<file path="src/rtl/mem_access_ctrl.sv">
// MEM-stage access controller: holds dmem requests until dhit, stalls upstream,
// owns the LL/SC link register and a saturating stall-cycle counter.
module mem_access_ctrl #(
    parameter int ADDR_W = 32,
    parameter int DATA_W = 32,
    parameter int CNT_W  = 16
) (
    input  logic              CLK,
    input  logic              RST,
    input  logic              dREN_i,
    input  logic              dWEN_i,
    input  logic              datomic_i,
    input  logic              halt_i,
    input  logic [ADDR_W-1:0] addr_i,
    input  logic [DATA_W-1:0] wdata_i,
    input  logic              dhit,
    input  logic [DATA_W-1:0] dmemload,
    input  logic              snoop_inv_i,
    input  logic [ADDR_W-1:0] snoop_addr_i,
    output logic              dmemREN,
    output logic              dmemWEN,
    output logic              datomic,
    output logic [ADDR_W-1:0] dmemaddr,
    output logic [DATA_W-1:0] dmemstore,
    output logic              mem_stall_o,
    output logic              done_o,
    output logic [DATA_W-1:0] rdata_o,
    output logic              halted_o,
    output logic [CNT_W-1:0]  stall_cnt_o
);

    localparam int WA_W = ADDR_W - 2;

    typedef enum logic {
        IDLE,
        BUSY
    } state_t;

    state_t            state_q, state_d;
    logic              ren_q, ren_d;
    logic              wen_q, wen_d;
    logic              atom_q, atom_d;
    logic [ADDR_W-1:0] addr_q, addr_d;
    logic [DATA_W-1:0] wdata_q, wdata_d;
    logic              link_valid_q, link_valid_d;
    logic [WA_W-1:0]   link_addr_q, link_addr_d;
    logic              halted_q, halted_d;
    logic [CNT_W-1:0]  cnt_q, cnt_d;
    logic [DATA_W-1:0] rdata_q, rdata_d;

    logic              req;
    logic              snoop_hit;
    logic              link_live;
    logic              sc_fail;
    logic              done;
    logic              stall;
    logic [DATA_W-1:0] result;
    logic              unused_ok;

    assign unused_ok = ^snoop_addr_i[1:0];

    assign req       = (dREN_i | dWEN_i) & ~halted_q;
    assign snoop_hit = snoop_inv_i & link_valid_q
                     & (snoop_addr_i[ADDR_W-1:2] == link_addr_q);
    // A snoop in the same cycle as an IDLE SC kills the link first.
    assign link_live = link_valid_q & ~snoop_hit;
    assign sc_fail   = dWEN_i & datomic_i
                     & (~link_live | (link_addr_q != addr_i[ADDR_W-1:2]));

    always_comb begin
        state_d      = state_q;
        ren_d        = ren_q;
        wen_d        = wen_q;
        atom_d       = atom_q;
        addr_d       = addr_q;
        wdata_d      = wdata_q;
        link_valid_d = link_valid_q;
        link_addr_d  = link_addr_q;
        halted_d     = halted_q;
        cnt_d        = cnt_q;
        done         = 1'b0;
        stall        = 1'b0;
        result       = rdata_q;

        if (snoop_hit) begin
            link_valid_d = 1'b0;
        end

        unique case (state_q)
            IDLE: begin
                if (req) begin
                    if (sc_fail) begin
                        done   = 1'b1;
                        result = '0;
                    end else begin
                        ren_d   = dREN_i;
                        wen_d   = dWEN_i;
                        atom_d  = datomic_i;
                        addr_d  = addr_i;
                        wdata_d = wdata_i;
                        stall   = 1'b1;
                        state_d = BUSY;
                    end
                end else if (halt_i) begin
                    halted_d = 1'b1;
                end
            end
            BUSY: begin
                if (dhit) begin
                    done = 1'b1;
                    if (ren_q) begin
                        result = dmemload;
                    end else if (atom_q) begin
                        result = {{(DATA_W-1){1'b0}}, 1'b1};
                    end
                    // LL after snoop in the same cycle: the LL wins.
                    if (ren_q & atom_q) begin
                        link_addr_d  = addr_q[ADDR_W-1:2];
                        link_valid_d = 1'b1;
                    end else if (wen_q & atom_q) begin
                        link_valid_d = 1'b0;
                    end else if (wen_q
                                 & (addr_q[ADDR_W-1:2] == link_addr_q)) begin
                        link_valid_d = 1'b0;
                    end
                    ren_d   = 1'b0;
                    wen_d   = 1'b0;
                    atom_d  = 1'b0;
                    addr_d  = '0;
                    wdata_d = '0;
                    state_d = IDLE;
                end else begin
                    stall = 1'b1;
                end
            end
            default: begin
                state_d = IDLE;
            end
        endcase

        if (stall && (cnt_q != {CNT_W{1'b1}})) begin
            cnt_d = cnt_q + CNT_W'(1);
        end
    end

    assign rdata_d = result;

    always_ff @(posedge CLK) begin
        if (RST) begin
            state_q      <= IDLE;
            ren_q        <= 1'b0;
            wen_q        <= 1'b0;
            atom_q       <= 1'b0;
            addr_q       <= '0;
            wdata_q      <= '0;
            link_valid_q <= 1'b0;
            link_addr_q  <= '0;
            halted_q     <= 1'b0;
            cnt_q        <= '0;
            rdata_q      <= '0;
        end else begin
            state_q      <= state_d;
            ren_q        <= ren_d;
            wen_q        <= wen_d;
            atom_q       <= atom_d;
            addr_q       <= addr_d;
            wdata_q      <= wdata_d;
            link_valid_q <= link_valid_d;
            link_addr_q  <= link_addr_d;
            halted_q     <= halted_d;
            cnt_q        <= cnt_d;
            rdata_q      <= rdata_d;
        end
    end

    assign dmemREN     = ren_q;
    assign dmemWEN     = wen_q;
    assign datomic     = atom_q;
    assign dmemaddr    = addr_q;
    assign dmemstore   = wdata_q;
    assign mem_stall_o = stall;
    assign done_o      = done;
    assign rdata_o     = result;
    assign halted_o    = halted_q;
    assign stall_cnt_o = cnt_q;

endmodule
</file>
<file path="config.mk">
export PLATFORM = sky130hd
export DESIGN_NAME = mem_access_ctrl
export DESIGN_NICKNAME = d
export VERILOG_FILES = /design/src/rtl/mem_access_ctrl.sv
export SDC_FILE = /design/constraint.sdc
export NUM_CORES = 1
export LEC_CHECK = 0
export BUFFER_PORTS_ARGS = -buffer_cell sky130_fd_sc_hd__clkbuf_2
export CORE_MARGIN = 2
export CORE_UTILIZATION = 55
export CTS_BUF_LIST = sky130_fd_sc_hd__clkbuf_4
export DETAILED_ROUTE_END_ITERATION = 10
export HOLD_SLACK_MARGIN = 0.02
export PLACE_DENSITY_LB_ADDON = 0.3
export SYNTH_ARGS = -nofsm -noshare
export SYNTH_HDL_FRONTEND = slang
export SYNTH_SLANG_ARGS = --single-unit
</file>
<file path="constraint.sdc">
create_clock -name CLK -period 5.3 [get_ports CLK]
set_input_delay 1.06 -clock CLK [delete_from_list [all_inputs] [get_ports CLK]]
set_output_delay 1.06 -clock CLK [all_outputs]
set_load 0.1 [all_outputs]
</file>
==> impl_metrics.yaml <==
yosys:
  yosysTopAreaCell: "dfxtp_1"
  ys_top_cells_by_area: "dfxtp_1 44%, a21oi_1 8.2%, a22o_1 8.1%, nand2_1 7.9%, xor2_1 6.6%"
  synthXorXnorAreaFrac: 0.125
  synth-simple-area-share: 0.197
  synth_top_family_by_area: "simple AND/OR/NAND/NOR gates"
  synth_compound_area_frac: 0.195
  synthDistinctLibCells: 39
  synth.area.mux_share: 0.00150
  synth_top_area_frac: 0.444
  ys_seq_elements: 148
  syn_inst: 789
  synth_edf_count: 0
  ys_seq_area_frac: 0.444
  yosys-top-cells-count: "148 x dfxtp_1, 141 x nand2_1, 110 x a21oi_1"
  syn-cell-area_um2: 6680
  syn_area_per_cell_um2: 8.47
  syn_nets: 926
  synth_fa_ha_area_frac: 0.00187
  synth_most_common_cell: "dfxtp_1"
  synth-main-ff-cell: "dfxtp_1"
  yosysWarnings: 0
  async_flop_share: 0
critical_path:
  crit_fanout: 8
  cp-start-kind: "input port"
  worst_ep_arrival_time_ns: 3.73
  cpMaxStageDelayCell: "a2111oi_4"
  crit_chain: "clkbuf_2 -> xor2_1 -> nor4_1 -> nand4_1 -> a2111oi_4 -> nor2_1 -> a21oi_1 -> clkbuf_2"
  cp-end-kind: "primary output"
  cpMostUsedCell: "clkbuf_2"
  cpPeakStageDelay_ns: 0.74
  cp_top_family: "compound AO/OA/AOI/OAI gates"
  crit_required_ns: 4.24
  worstSetupPathType: "in2out"
  critPathBufInv: 2
clock_network:
  cts_hold_repair.buffers: 0
  root_buffer: "clkbuf_4"
  cts_max_level: 4
  cts_setup_buffers: 0
  cts_inserted_buffers: 17
  cts_resized: 0
  tritoncts: "yes"
  cts_sinks: 148
  clk_latency_ns: 0.54
  clock_path_buffers: 2
  clk_pin_slew_ns: 0.11
sta:
  relSlewSlack: 0.210
  finalSetupTns_ns: 0
  fmax_mhz: 209
  fin_crit_ns: 4.79
  setup_viol: 0
  final_max_slew_viol_count: 0
  fin_skew_ns: 0.00976
  finalCritPeriodShare: 0.903
  tightestPinTransition_ns: 1.19
  rsz0062_at_grt: "false"
  final-hold-violation-count: 0
power:
  peakVddDrop_mv: 0.273
  seqPwrFrac: 0.452
  power.density_nw_per_um2: 303
  p_int_uw: 1670
  swShare: 0.371
  p_switching_uw: 984
  leakage_uw: 0.00377
  comb_power_share: 0.274
  clockPowerShare: 0.274
detailed_routing:
  ant_nets: 0
  first_iter_violations: 453
  wl_per_cell_um: 17.2
  vias: 6750
  drtPass1Iterations: 6
  routed_wl_um: 20200
  drc: 0
  vias_per_cell: 5.76
die:
  pin_count: 254
  die-height_um: 114
  fp.dieArea_um2: 13000
  dieWidth_um: 114
  start_util: 0.561
  core_um2: 11900
  row_count: 40
layout:
  antennaDiodeCount: 0
  postLayoutCoreUtil: 0.736
  drive_above_1_share: 0.293
  fillCellCount: 934
  layout.cells.non_filler: 1171
  seq_area_um2: 2960
  multi_input_area_um2: 3500
  fin_area_um2: 8770
  final_nets: 1150
  areaGrowthSynthToFinish_pct: 31.2
place:
  port_buffers: 251
  hpwlAfterDp_um: 14200
  dpl-instance-area_um2: 8490
  gp_congestion: 0.854
  dp_cells: 1141
grt:
  grt_pass1_vias: 6357
  grt.total_usage: 0.306
  grt.overflow.total: 0
  grt_first_pass_wirelength_um: 31600
  antenna_found_initial: 0
  grt_start_max_net_pins: 69
min_path:
  hp-class: "reg2reg"
status:
  status: "complete, no violations"
job:
  drv_cap: 0
[through the flow]
stage          setup WS, ns  total power, µW  hold slack (ns)
6_report              0.513             2650            0.472
5_1_grt               0.365             2750            0.497
4_1_cts               0.491             2660            0.474
3_5_place_dp          0.547             1950            0.458
3_3_place_gp          0.577             1940            0.452
2_1_floorplan         0.420             1760            0.443
[cell families after synthesis]
family,Yosys count
fa+ha+maj,1
compound gates,197
buf+inv,60
mux,1
flops,148
xor+xnor,95
simple gates,287
[layout by cell type (no fill, tap or decap), drive strengths merged, types with 9 or more instances in the layout]
master / netlist / final
a21oi: 110 / 110
a22o: 62 / 62
buf: 19 / 41
clkbuf: 36 / 242
dfxtp: 148 / 148
nand2: 141 / 141
nand3: 75 / 75
nand4: 13 / 13
nor2: 18 / 18
nor4: 15 / 15
o21ai: 9 / 9
xnor2: 45 / 45
xor2: 50 / 50
[flip-flops by register name (all words and copies together) (netlist names)]
name          count
rdata_q          32
dmemWEN           1
state_q           1
dmemaddr         32
halted_o          1
link_valid_q      1
dmemREN           1
link_addr_q      30
stall_cnt_o      16
dmemstore        32
datomic           1
[final timing paths]
check,startpoint,to,slack [ns],depth (start not counted)
max,addr_i[9],rdata_o[0],0.51,8
max reg2reg,link_addr_q[3],dmemaddr[9],2.08,8
min reg2reg,dmemstore[24],dmemstore[24],0.47,2
min,dmemstore[24],dmemstore[24],0.47,2
[metal layers]
layer	wire length, µm	global-route usage	vias to the layer above
li1	-	-	3225
met1	8020	0.375	3146
met2	10000	0.520	324
met3	1560	0.0752	55
met4	581	0.119	0
met5	0	0	-
[power by group through the flow]
stage / clock [µW] / sequential [µW] / combinational [µW]
final: 726 / 1200 / 727
after global routing: 781 / 1210 / 762
after CTS: 738 / 1200 / 725
after detailed placement: 0 / 1230 / 724
after global placement: 0 / 1220 / 719
after floorplan: 0 / 1530 / 233
[final cells by class]
| class | count | area share |
|---|---|---|
| clock inverters | 7 | 0.0123 |
| multi-input cells | 581 | 0.400 |
| well taps | 147 | 0.0210 |
| repair buffers | 260 | 0.207 |
| clock buffers | 23 | 0.0197 |
| inverters | 5 | 0.00214 |
| flip-flops and latches | 148 | 0.338 |
[worst reg2reg max path, stage by stage (launching register included)]
cell       delay [ns]
dfxtp_1          0.37
xnor2_1          0.36
nand4_1          0.19
nor4_2           0.54
a2111oi_4        0.27
o21ai_4          0.79
buf_12           0.32
nand3_1          0.11
a21oi_1          0.19
(Power assumes the default switching activity.)
